==> config.mk <==
export PLATFORM = sky130hd
export DESIGN_NAME = sparse_sel_gen_flat
export DESIGN_NICKNAME = d
export VERILOG_FILES = /design/src/rtl/sparse_pkg.sv /design/src/rtl/sparse_sel_gen_if.sv /design/src/rtl/sparse_sel_gen_lead2_pick.sv /design/src/rtl/sparse_sel_gen.sv /design/src/flat_wrapper.sv
export SDC_FILE = /design/constraint.sdc
export NUM_CORES = 1
export LEC_CHECK = 0
export CORE_UTILIZATION = 30
export CTS_CLUSTER_DIAMETER = 60
export DETAILED_ROUTE_END_ITERATION = 8
export PLACE_DENSITY = 0.68
export SLEW_MARGIN = 20
export SYNTH_ARGS = -nofsm -noshare
export SYNTH_HDL_FRONTEND = slang
export SYNTH_HIERARCHICAL = 1
export SYNTH_SLANG_ARGS = --single-unit
==> constraint.sdc <==
create_clock -name clk -period 5.8 [get_ports clk]
set_input_delay 1.45 -clock clk [delete_from_list [all_inputs] [get_ports clk]]
set_output_delay 1.45 -clock clk [all_outputs]
set_load 0.01 [all_outputs]
==> src/rtl/sparse_pkg.sv <==
// ----------------------------------------------------------------------------
// sparse_pkg
// Shared constants and types for the sparse selection generator.
//   TILE_ELEMS / BLK_ELEMS : tile geometry (16 elements, 4 blocks of 4)
//   blk_idx_t / elem_idx_t : 2-bit block and in-block element indices
//   beat_t                 : one output beat {sel_level0, sel_level1,
//                            lane_vld, last}
//   elem_bit()             : one-hot mask bit for (block, element)
// ----------------------------------------------------------------------------
package sparse_pkg;

  localparam int TILE_ELEMS = 16;
  localparam int BLK_ELEMS  = 4;

  typedef logic [1:0] blk_idx_t;
  typedef logic [1:0] elem_idx_t;

  typedef struct packed {
    logic [3:0] sel_level0;
    logic [7:0] sel_level1;
    logic [3:0] lane_vld;
    logic       last;
  } beat_t;

  function automatic logic [TILE_ELEMS-1:0] elem_bit(input blk_idx_t  blk,
                                                     input elem_idx_t elem);
    elem_bit = TILE_ELEMS'(1) << {blk, elem};
  endfunction

endpackage

==> src/rtl/sparse_sel_gen_if.sv <==
// ----------------------------------------------------------------------------
// sparse_sel_gen_if
// Tile input handshake and beat output bus of sparse_sel_gen.
//   master : tile source / beat consumer (drives in_*, out_ready)
//   slave  : sparse_sel_gen (drives in_ready and all beat outputs)
// Optional macro SPARSE_SEL_ZERO_SKIP_EN adds the zero_tile_cnt pulse.
// ----------------------------------------------------------------------------
interface sparse_sel_gen_if #(parameter int ELEM_W = 8);

  logic                 in_valid;
  logic                 in_ready;
  logic [16*ELEM_W-1:0] in_data;
  logic [15:0]          in_mask;

  logic                 out_valid;
  logic                 out_ready;
  logic [16*ELEM_W-1:0] out_data;
  logic [3:0]           sel_level0;
  logic [7:0]           sel_level1;
  logic [3:0]           lane_vld;
  logic                 out_last;
  logic [1:0]           beat_idx;

`ifdef SPARSE_SEL_ZERO_SKIP_EN
  logic                 zero_tile_cnt;

  modport master (
    output in_valid, in_data, in_mask, out_ready,
    input  in_ready, out_valid, out_data, sel_level0, sel_level1,
           lane_vld, out_last, beat_idx, zero_tile_cnt
  );

  modport slave (
    input  in_valid, in_data, in_mask, out_ready,
    output in_ready, out_valid, out_data, sel_level0, sel_level1,
           lane_vld, out_last, beat_idx, zero_tile_cnt
  );
`else
  modport master (
    output in_valid, in_data, in_mask, out_ready,
    input  in_ready, out_valid, out_data, sel_level0, sel_level1,
           lane_vld, out_last, beat_idx
  );

  modport slave (
    input  in_valid, in_data, in_mask, out_ready,
    output in_ready, out_valid, out_data, sel_level0, sel_level1,
           lane_vld, out_last, beat_idx
  );
`endif

endinterface

==> src/rtl/sparse_sel_gen_lead2_pick.sv <==
// ----------------------------------------------------------------------------
// lead2_pick
// Finds the lowest and second-lowest set bits of a 4-bit vector.
//   i_vec          : candidate vector
//   o_first        : index of lowest set bit (0 when none)
//   o_first_vld    : a first bit exists
//   o_second       : index of next set bit (0 when none)
//   o_second_vld   : a second bit exists
// ----------------------------------------------------------------------------
module lead2_pick (
  input  logic [3:0] i_vec,
  output logic [1:0] o_first,
  output logic       o_first_vld,
  output logic [1:0] o_second,
  output logic       o_second_vld
);

  always_comb begin
    o_first      = 2'd0;
    o_first_vld  = 1'b0;
    o_second     = 2'd0;
    o_second_vld = 1'b0;
    for (int i = 0; i < 4; i++) begin
      if (i_vec[i]) begin
        if (!o_first_vld) begin
          o_first     = 2'(i);
          o_first_vld = 1'b1;
        end else if (!o_second_vld) begin
          o_second     = 2'(i);
          o_second_vld = 1'b1;
        end
      end
    end
  end

endmodule

==> src/rtl/sparse_sel_gen.sv <==
// ----------------------------------------------------------------------------
// sparse_sel_gen
// Accepts a 4x4 tile plus non-zero mask and walks the mask over 1-4 beats,
// driving the two-level sparse mux selects so up to four non-zero elements
// reach the mux output per beat. Tile data is held for all beats.
//   clk, rst_n : clock, async active-low reset
//   bus        : sparse_sel_gen_if.slave (tile in, beat out handshakes)
// Optional macro SPARSE_SEL_ZERO_SKIP_EN: all-zero tiles are accepted and
// dropped without a beat, pulsing bus.zero_tile_cnt instead.
//
// State table
//   S_IDLE | no tile pending, out_valid = 0
//   S_BUSY | beat presented; r_pend holds mask bits not yet emitted
// ----------------------------------------------------------------------------
module sparse_sel_gen
  import sparse_pkg::*;
#(
  parameter int ELEM_W = 8
) (
  input  logic            clk,
  input  logic            rst_n,
  sparse_sel_gen_if.slave bus
);

  typedef enum logic {S_IDLE, S_BUSY} state_t;

  state_t                         r_state;
  logic [TILE_ELEMS*ELEM_W-1:0]   r_data;
  logic [TILE_ELEMS-1:0]          r_pend;
  beat_t                          r_beat;
  logic [1:0]                     r_beat_idx;

  logic                  w_valid;
  logic                  w_hs;
  logic                  w_in_ready;
  logic                  w_acc;
  logic                  w_load;
  logic [TILE_ELEMS-1:0] w_src;
  logic [TILE_ELEMS-1:0] w_emit;
  logic [TILE_ELEMS-1:0] w_rem;
  logic [3:0]            w_blk_vec;
  logic [3:0]            w_e0_vec;
  logic [3:0]            w_e1_vec;
  blk_idx_t              w_blk0, w_blk1;
  logic                  w_blk0_vld, w_blk1_vld;
  elem_idx_t             w_f0, w_s0, w_f1, w_s1;
  logic                  w_f0_vld, w_s0_vld, w_f1_vld, w_s1_vld;
  beat_t                 w_beat;

  assign w_valid    = (r_state == S_BUSY);
  assign w_hs       = w_valid & bus.out_ready;
  assign w_in_ready = ~w_valid | (w_hs & r_beat.last);
  assign w_acc      = bus.in_valid & w_in_ready;

`ifdef SPARSE_SEL_ZERO_SKIP_EN
  logic w_zero_tile;
  logic r_zero_pulse;
  assign w_zero_tile       = (bus.in_mask == '0);
  assign w_load            = w_acc & ~w_zero_tile;
  assign bus.zero_tile_cnt = r_zero_pulse;
`else
  assign w_load = w_acc;
`endif

  // Next beat is formed either from a freshly accepted mask or from the
  // bits left over after the beat currently on the outputs.
  assign w_src = w_acc ? bus.in_mask : r_pend;

  always_comb begin
    for (int b = 0; b < 4; b++) begin
      w_blk_vec[b] = |w_src[b*BLK_ELEMS +: BLK_ELEMS];
    end
  end

  lead2_pick u_blk_pick (
    .i_vec        (w_blk_vec),
    .o_first      (w_blk0),
    .o_first_vld  (w_blk0_vld),
    .o_second     (w_blk1),
    .o_second_vld (w_blk1_vld)
  );

  // Slot 0 needs no qualification: with no block valid, w_src is all zero.
  assign w_e0_vec = w_src[{w_blk0, 2'b00} +: BLK_ELEMS];
  assign w_e1_vec = w_blk1_vld ? w_src[{w_blk1, 2'b00} +: BLK_ELEMS] : 4'b0000;

  lead2_pick u_elem0_pick (
    .i_vec        (w_e0_vec),
    .o_first      (w_f0),
    .o_first_vld  (w_f0_vld),
    .o_second     (w_s0),
    .o_second_vld (w_s0_vld)
  );

  lead2_pick u_elem1_pick (
    .i_vec        (w_e1_vec),
    .o_first      (w_f1),
    .o_first_vld  (w_f1_vld),
    .o_second     (w_s1),
    .o_second_vld (w_s1_vld)
  );

  always_comb begin
    w_emit = '0;
    if (w_f0_vld) w_emit = w_emit | elem_bit(w_blk0, w_f0);
    if (w_s0_vld) w_emit = w_emit | elem_bit(w_blk0, w_s0);
    if (w_f1_vld) w_emit = w_emit | elem_bit(w_blk1, w_f1);
    if (w_s1_vld) w_emit = w_emit | elem_bit(w_blk1, w_s1);
  end

  assign w_rem = w_src & ~w_emit;

  always_comb begin
    w_beat            = '0;
    w_beat.sel_level0 = {w_blk1, w_blk0};
    w_beat.sel_level1 = {w_s1, w_f1, w_s0, w_f0};
    w_beat.lane_vld   = {w_s1_vld, w_f1_vld, w_s0_vld, w_f0_vld};
    w_beat.last       = (w_rem == '0);
  end

  always_ff @(posedge clk or negedge rst_n) begin
    if (!rst_n) begin
      r_state      <= S_IDLE;
      r_data       <= '0;
      r_pend       <= '0;
      r_beat       <= '0;
      r_beat_idx   <= '0;
`ifdef SPARSE_SEL_ZERO_SKIP_EN
      r_zero_pulse <= 1'b0;
`endif
    end else begin
`ifdef SPARSE_SEL_ZERO_SKIP_EN
      r_zero_pulse <= w_acc & w_zero_tile;
`endif
      case (r_state)
        S_IDLE: begin
          if (w_load) begin
            r_state    <= S_BUSY;
            r_data     <= bus.in_data;
            r_beat     <= w_beat;
            r_pend     <= w_rem;
            r_beat_idx <= '0;
          end
        end
        S_BUSY: begin
          if (w_load) begin
            // Last beat consumed while a new tile arrives: no bubble.
            r_data     <= bus.in_data;
            r_beat     <= w_beat;
            r_pend     <= w_rem;
            r_beat_idx <= '0;
          end else if (w_hs) begin
            if (r_beat.last) begin
              r_state <= S_IDLE;
            end else begin
              r_beat     <= w_beat;
              r_pend     <= w_rem;
              r_beat_idx <= r_beat_idx + 2'd1;
            end
          end
        end
        default: r_state <= S_IDLE;
      endcase
    end
  end

  assign bus.in_ready   = w_in_ready;
  assign bus.out_valid  = w_valid;
  assign bus.out_data   = r_data;
  assign bus.sel_level0 = r_beat.sel_level0;
  assign bus.sel_level1 = r_beat.sel_level1;
  assign bus.lane_vld   = r_beat.lane_vld;
  assign bus.out_last   = r_beat.last;
  assign bus.beat_idx   = r_beat_idx;

endmodule

==> src/flat_wrapper.sv <==
// flat-port wrapper written by rule: the top's interface ports become plain ports
module sparse_sel_gen_flat import sparse_pkg::*;
#(
  parameter int ELEM_W = 8
)
  (clk, rst_n, bus_in_valid, bus_in_data, bus_in_mask, bus_out_ready, bus_in_ready, bus_out_valid, bus_out_data, bus_sel_level0, bus_sel_level1, bus_lane_vld, bus_out_last, bus_beat_idx);
  sparse_sel_gen_if #(.ELEM_W(ELEM_W)) bus_i ();
  input  logic clk;
  input  logic rst_n;
  input wire logic [$bits(bus_i.in_valid)-1:0] bus_in_valid;
  input wire logic [$bits(bus_i.in_data)-1:0] bus_in_data;
  input wire logic [$bits(bus_i.in_mask)-1:0] bus_in_mask;
  input wire logic [$bits(bus_i.out_ready)-1:0] bus_out_ready;
  output wire logic [$bits(bus_i.in_ready)-1:0] bus_in_ready;
  output wire logic [$bits(bus_i.out_valid)-1:0] bus_out_valid;
  output wire logic [$bits(bus_i.out_data)-1:0] bus_out_data;
  output wire logic [$bits(bus_i.sel_level0)-1:0] bus_sel_level0;
  output wire logic [$bits(bus_i.sel_level1)-1:0] bus_sel_level1;
  output wire logic [$bits(bus_i.lane_vld)-1:0] bus_lane_vld;
  output wire logic [$bits(bus_i.out_last)-1:0] bus_out_last;
  output wire logic [$bits(bus_i.beat_idx)-1:0] bus_beat_idx;
  assign bus_i.in_valid = bus_in_valid;
  assign bus_i.in_data = bus_in_data;
  assign bus_i.in_mask = bus_in_mask;
  assign bus_i.out_ready = bus_out_ready;
  assign bus_in_ready = bus_i.in_ready;
  assign bus_out_valid = bus_i.out_valid;
  assign bus_out_data = bus_i.out_data;
  assign bus_sel_level0 = bus_i.sel_level0;
  assign bus_sel_level1 = bus_i.sel_level1;
  assign bus_lane_vld = bus_i.lane_vld;
  assign bus_out_last = bus_i.out_last;
  assign bus_beat_idx = bus_i.beat_idx;
  sparse_sel_gen #(.ELEM_W(ELEM_W)) u_core (.clk(clk), .rst_n(rst_n), .bus(bus_i));
endmodule
==> results.tsv, run 1 <==
stage	metric	value	unit
critical_path	crit_buf_inv	8	
place	io_buffer_count	296	
detailed_routing	drc	0	
die	num_rows	57	
die	start_util	30.8	%
detailed_routing	ant_nets	0	
global_routing	grt_start_max_net_pins	75	
critical_path	setup.worst_path.class	in -> reg	
detailed_routing	routed_wl	22200	microns
clocking	clk_pin_slew	0.07	ns
synthesis	syn_inst	555	
critical_path	critical_path.top_delay_family	compound AO/OA/AOI/OAI gates	
detailed_routing	wl_met3	1680	microns
detailed_routing	vias	5992	
synthesis	synth_area	7550	sq um
clocking	clk_path_buf_depth	2	
critical_path	slowest_stage	or4_4	
sta	relSlewSlack	36.2	%
sta	rsz0062_at_grt	true	
layout	final_common_cell	clkdlybuf4s50_1	
critical_path	cp-end-kind	flop	
synthesis	ys_warn_count	6	
sta	final-hold-violation-count	0	
place	place_hpwl	16500	microns
detailed_routing	top_layer	met4	
sta	setup_viol	1	
job	cap_violations	0	
die	design.die.area	25800	sq um
layout	final_cell_mix	293 x clkdlybuf4s50_1, 164 x dfrtp_1, 149 x mux2_2	
status	violations	setup timing	
detailed_routing	first_pass_iters	4	
pwr	p_leak	5.37	nW
pwr	p_total	8.41	mW
die	die_w	161	microns
sta	min_period	5.86	ns
global_routing	antenna_found_initial	0	
critical_path	cpPeakStageDelay	0.49	ns
critical_path	cp_max_fo	7	
min_path	hp-class	reg -> reg	
clocking	clock_tree.root_cell	clkbuf_16	
global_routing	track_usage	17.6	%
clocking	numCtsBuffers	17	
synthesis	avgSynthCellArea	13.6	sq um
sta	finClkSkew	0.0139	ns
global_routing	grt_pass1_wl	35300	microns
synthesis	synth_fp_nets	718	
detailed_routing	via_per_inst	4.66	
pwr	power.density	677	nW/um^2
detailed_routing	wl_per_cell	17.3	microns
layout	drive_above_1_share	35.9	%
detailed_routing	met2_length	11200	microns
layout	nFillCells	2249	
clocking	cts_tree	yes	
critical_path	setup.worst_path.start_class	primary input	
die	die_h	161	microns
sta	setup_slack	-0.0647	ns
critical_path	worstPathRequired	6.16	ns
clocking	h-tree-depth	4	
layout	nNetsFinal	1112	
global_routing	grt_overflow_total	0	
critical_path	arrival	6.22	ns
sta	maxSlewViolCount	0	
layout	multi_input_area	3400	sq um
sta	max_clock_freq	0.171	GHz
status	status	finished with violations	
clocking	ctsHoldBuffers	0	
sta	period_share	101	%
global_routing	first_global_vias	6430	
place	gp_congestion	0.854	
sta	worst_pin_slew	0.956	ns
detailed_routing	met1_length	8980	microns
detailed_routing	drt_iter0_markers	312	
layout	regArea	4100	sq um
die	core_area	24500	sq um
clocking	clock_sinks	164	
layout	area_growth	64.3	%
place	pre_cts_ws	-0.908	ns
clocking	insertion_delay	0.43	ns
pwr	ir_drop	0.371	mV
layout	antenna_cells	0	
die	ios	297	
[state kept, by name, indices dropped and copies added, names as in the netlist]
name / cells
u_core/bus.out_data: 128
u_core/r_pend: 16
u_core/bus.sel_level1: 8
u_core/bus.lane_vld: 4
u_core/bus.sel_level0: 4
u_core/bus.beat_idx: 2
u_core/bus.out_last: 1
u_core/bus.out_valid: 1
[power breakdown]
part / switching (mW) / internal (mW)
clock: 0.529 / 0.615
combinational: 2.27 / 3.05
sequential: 0.266 / 1.68
[layout make-up]
type / instances / area share [%]
Multi-Input combinational cell: 340 / 27.4
Tap cell: 324 / 3.27
Sequential cell: 164 / 33.1
Inverter: 19 / 0.615
Clock inverter: 14 / 1.32
Clock buffer: 18 / 3.46
Timing Repair Buffer: 407 / 30.9
[routing by layer]
| metal | GRT usage, % | vias to the layer above |
|---|---|---|
| met2 | 30.1 | 201 |
| met4 | 5.15 | 0 |
| met1 | 21.0 | 2978 |
| met3 | 5.60 | 20 |
| li1 | - | 2793 |
| met5 | 0 | - |
[worst register-to-register path, delay by kind of cell (launching register included)]
kind	cells	cell delay (ns)
mux	2	0.79
simple gates	7	1.42
compound gates	7	1.56
flops	1	0.44
buf+inv	7	0.82
fa+ha+maj	1	0.17
[path summary, 6_finish.rpt]
path	startpoint	endpoint	slack [ns]	depth (start not counted)
max in group asynchronous	rst_n	u_core/bus.out_data[83]	3.67	2
max	bus_out_ready	u_core/bus.out_last	-0.06	25
min in group asynchronous	rst_n	u_core/bus.out_data[110]	0.96	1
max reg2reg	u_core/bus.out_valid	u_core/bus.out_last	0.53	24
min reg2reg	u_core/r_pend[15]	u_core/r_pend[15]	0.48	2
min	u_core/r_pend[15]	u_core/r_pend[15]	0.48	2
[timing repair]
item	in CTS	in global routing
endpoints found under the setup margin	4	5
resized for setup	24	8
gates cloned	0	0
pin swaps	20	15
buffers inserted	18	6
hold endpoints to repair	0	0
[metrics by stage]
stage                     setup TNS, ns  instance area [sq um]  utilization, %  cells  hold slack [ns]
after floorplan                 -0.0146                   7720               -    555            0.444
after global placement            -4.37                  11600            47.1   1234            0.460
after detailed placement          -6.16                  11600            47.1   1234            0.466
after global routing             -0.261                  12400            50.6   1286            0.505
final                           -0.0647                  12400            50.6   1286            0.478
after CTS                       -0.0611                  12400            50.4   1284            0.482
(Power assumes the default switching activity.)
==> run 2, diff against run 1 <==
--- a/config.mk
+++ b/config.mk
@@ -5,10 +5,12 @@
 export SDC_FILE = /design/constraint.sdc
 export NUM_CORES = 1
 export LEC_CHECK = 0
+export CELL_PAD_IN_SITES_DETAIL_PLACEMENT = 1
+export CELL_PAD_IN_SITES_GLOBAL_PLACEMENT = 1
 export CORE_UTILIZATION = 30
 export CTS_CLUSTER_DIAMETER = 60
 export DETAILED_ROUTE_END_ITERATION = 8
-export PLACE_DENSITY = 0.68
+export PLACE_DENSITY = 0.81
 export SLEW_MARGIN = 20
 export SYNTH_ARGS = -nofsm -noshare
 export SYNTH_HDL_FRONTEND = slang
==> run 2 against run 1 <==
Net effect:
- setup slack worse by 0.0096 ns
- combinational power increased by 2%
- largest power group unchanged
- clock skew increased by 0.0018 ns
- the flow still finishes with violations (setup timing)
- routed wire length up 15%
- largest cell class unchanged
- via count rose by 2.1%
- critical path depth decreased by 3
- sequential share of layout area stayed put
==> results.tsv, run 2 (synthesis gave the netlist of run 1 again) <==
stage	metric	value	unit
min_path	hp-class	reg -> reg	
detailed_routing	drt_iter0_markers	327	
pwr	p_leak	5.37	nW
detailed_routing	ant_nets	0	
layout	final_util	50.6	%
global_routing	grt_pass1_wl	39300	microns
status	status	finished with violations	
job	cap_violations	0	
layout	final_common_cell	clkdlybuf4s50_1	
global_routing	grt_overflow_total	0	
clocking	ctsHoldBuffers	0	
place	place_hpwl	18700	microns
layout	final_cell_mix	292 x clkdlybuf4s50_1, 164 x dfrtp_1, 150 x mux2_2	
critical_path	setup.worst_path.class	in -> reg	
die	die_w	161	microns
pwr	p_int	5.31	mW
critical_path	crit_start	bus_out_ready	
clocking	clock_sinks	164	
sta	relSlewSlack	36.2	%
detailed_routing	drc	0	
status	violations	setup timing	
clocking	cts_tree	yes	
global_routing	grt_start_max_net_pins	84	
pwr	p_total	8.53	mW
min_path	min_from	u_core/bus.sel_level1[7]	
global_routing	first_global_vias	6802	
clocking	numCtsBuffers	17	
clocking	clk_pin_slew	0.08	ns
clocking	h-tree-depth	4	
pwr	p_comb_share	63.5	%
critical_path	cp_max_fo	6	
place	placed_cells	1234	
layout	largest_register_ffs	128	
critical_path	cp-end-kind	flop	
pwr	switching_share	37.7	%
sta	max_clock_freq	0.170	GHz
sta	setup_tns	-0.0743	ns
detailed_routing	wl_per_cell	19.9	microns
place	pre_cts_ws	-0.816	ns
die	start_util	30.8	%
sta	finClkSkew	0.0158	ns
layout	drive_above_1_share	36.3	%
pwr	ir_drop	0.279	mV
die	core_area	24500	sq um
layout	nNetsFinal	1113	
layout	nFillCells	2555	
die	num_rows	57	
critical_path	worstPathRequired	6.17	ns
pwr	p_seq_share	23.0	%
clocking	clock_tree.root_cell	clkbuf_16	
sta	maxSlewViolCount	0	
layout	antenna_cells	0	
critical_path	ff2ff_setup_slack	0.50	ns
global_routing	track_usage	19.9	%
layout	fin_cells	1287	
detailed_routing	vias	6116	
detailed_routing	first_pass_iters	5	
sta	setup_slack	-0.0743	ns
die	design.die.area	25800	sq um
die	ios	297	
layout	area_growth	64.3	%
sta	period_share	101	%
detailed_routing	routed_wl	25600	microns
sta	setup_viol	1	
pwr	power.density	687	nW/um^2
critical_path	reg2reg_from	u_core/bus.out_valid	
sta	worst_pin_slew	0.957	ns
critical_path	setup.worst_path.start_class	primary input	
pwr	clockPowerShare	13.5	%
place	place_area	11600	sq um
sta	min_period	5.87	ns
critical_path	arrival	6.24	ns
die	die_h	161	microns
global_routing	antenna_found_initial	0	
place	io_buffer_count	296	
clocking	insertion_delay	0.43	ns
layout	fin_area	12400	sq um
pwr	power_switching	3.22	mW
sta	rsz0062_at_grt	true	
detailed_routing	via_per_inst	4.75	
sta	final-hold-violation-count	0	
sta	fin_hold_ws	0.481	ns
clocking	clk_path_buf_depth	2	
place	gp_congestion	0.867	
run 2: worst max-delay path: stages:
cell and delay [ns]:
buf_6 0.10, a21boi_4 0.17, inv_4 0.09, nand2_8 0.14, mux2i_4 0.28, nand4_1 0.22
ha_2 0.27, nor4b_4 0.23, a311o_1 0.27, mux4_2 0.58, nor2b_4 0.17, inv_2 0.07
ha_4 0.17, nor4b_4 0.30, a311o_1 0.24, nand2_2 0.12, o21ai_4 0.21, a22o_1 0.24
o22ai_2 0.10, or4_1 0.48, a211o_1 0.25, nand2_1 0.06
run 2: power groups by stage:
stage          clock network (mW)  logic (mW)  registers, mW
2_1_floorplan                   0        2.33           2.18
3_3_place_gp                    0        4.94           1.94
3_5_place_dp                    0        5.04           1.98
4_1_cts                      1.19        5.33           1.97
5_1_grt                      1.22        5.78           2.03
6_report                     1.15        5.42           1.96
run 2: path summary, 6_finish.rpt:
path	end	depth (start not counted)
hold reg to reg	u_core/bus.sel_level1[7]	2
setup reg to reg	u_core/bus.out_last	21
max in group asynchronous	u_core/bus.out_data[54]	2
setup / recovery	u_core/bus.out_last	22
min in group asynchronous	u_core/bus.out_data[46]	1
hold / removal	u_core/bus.sel_level1[7]	2
run 2: cell type report:
cell class | count | area, sq um | share of cell area (%)
inverter | 19 | 76.3 | 0.615
clock buffer | 18 | 429 | 3.46
tap | 324 | 405 | 3.27
multi-input combinational | 341 | 3430 | 27.6
timing repair buffer | 407 | 3820 | 30.7
sequential | 164 | 4100 | 33.1
clock inverter | 14 | 155 | 1.25
run 2: repair_timing:
action,4_1_cts,5_1_grt
pin swaps,25,21
resized for setup,24,11
setup buffers,14,6
cloned,1,0
hold endpoints to repair,0,0
endpoints found under the setup margin,1,1
run 2: metal layers:
metal	routed length (microns)	track usage, %	vias up
met5	0	0	-
met2	13700	36.5	230
li1	-	-	2792
met4	589	6.78	0
met3	1960	6.56	32
met1	9330	21.3	3062
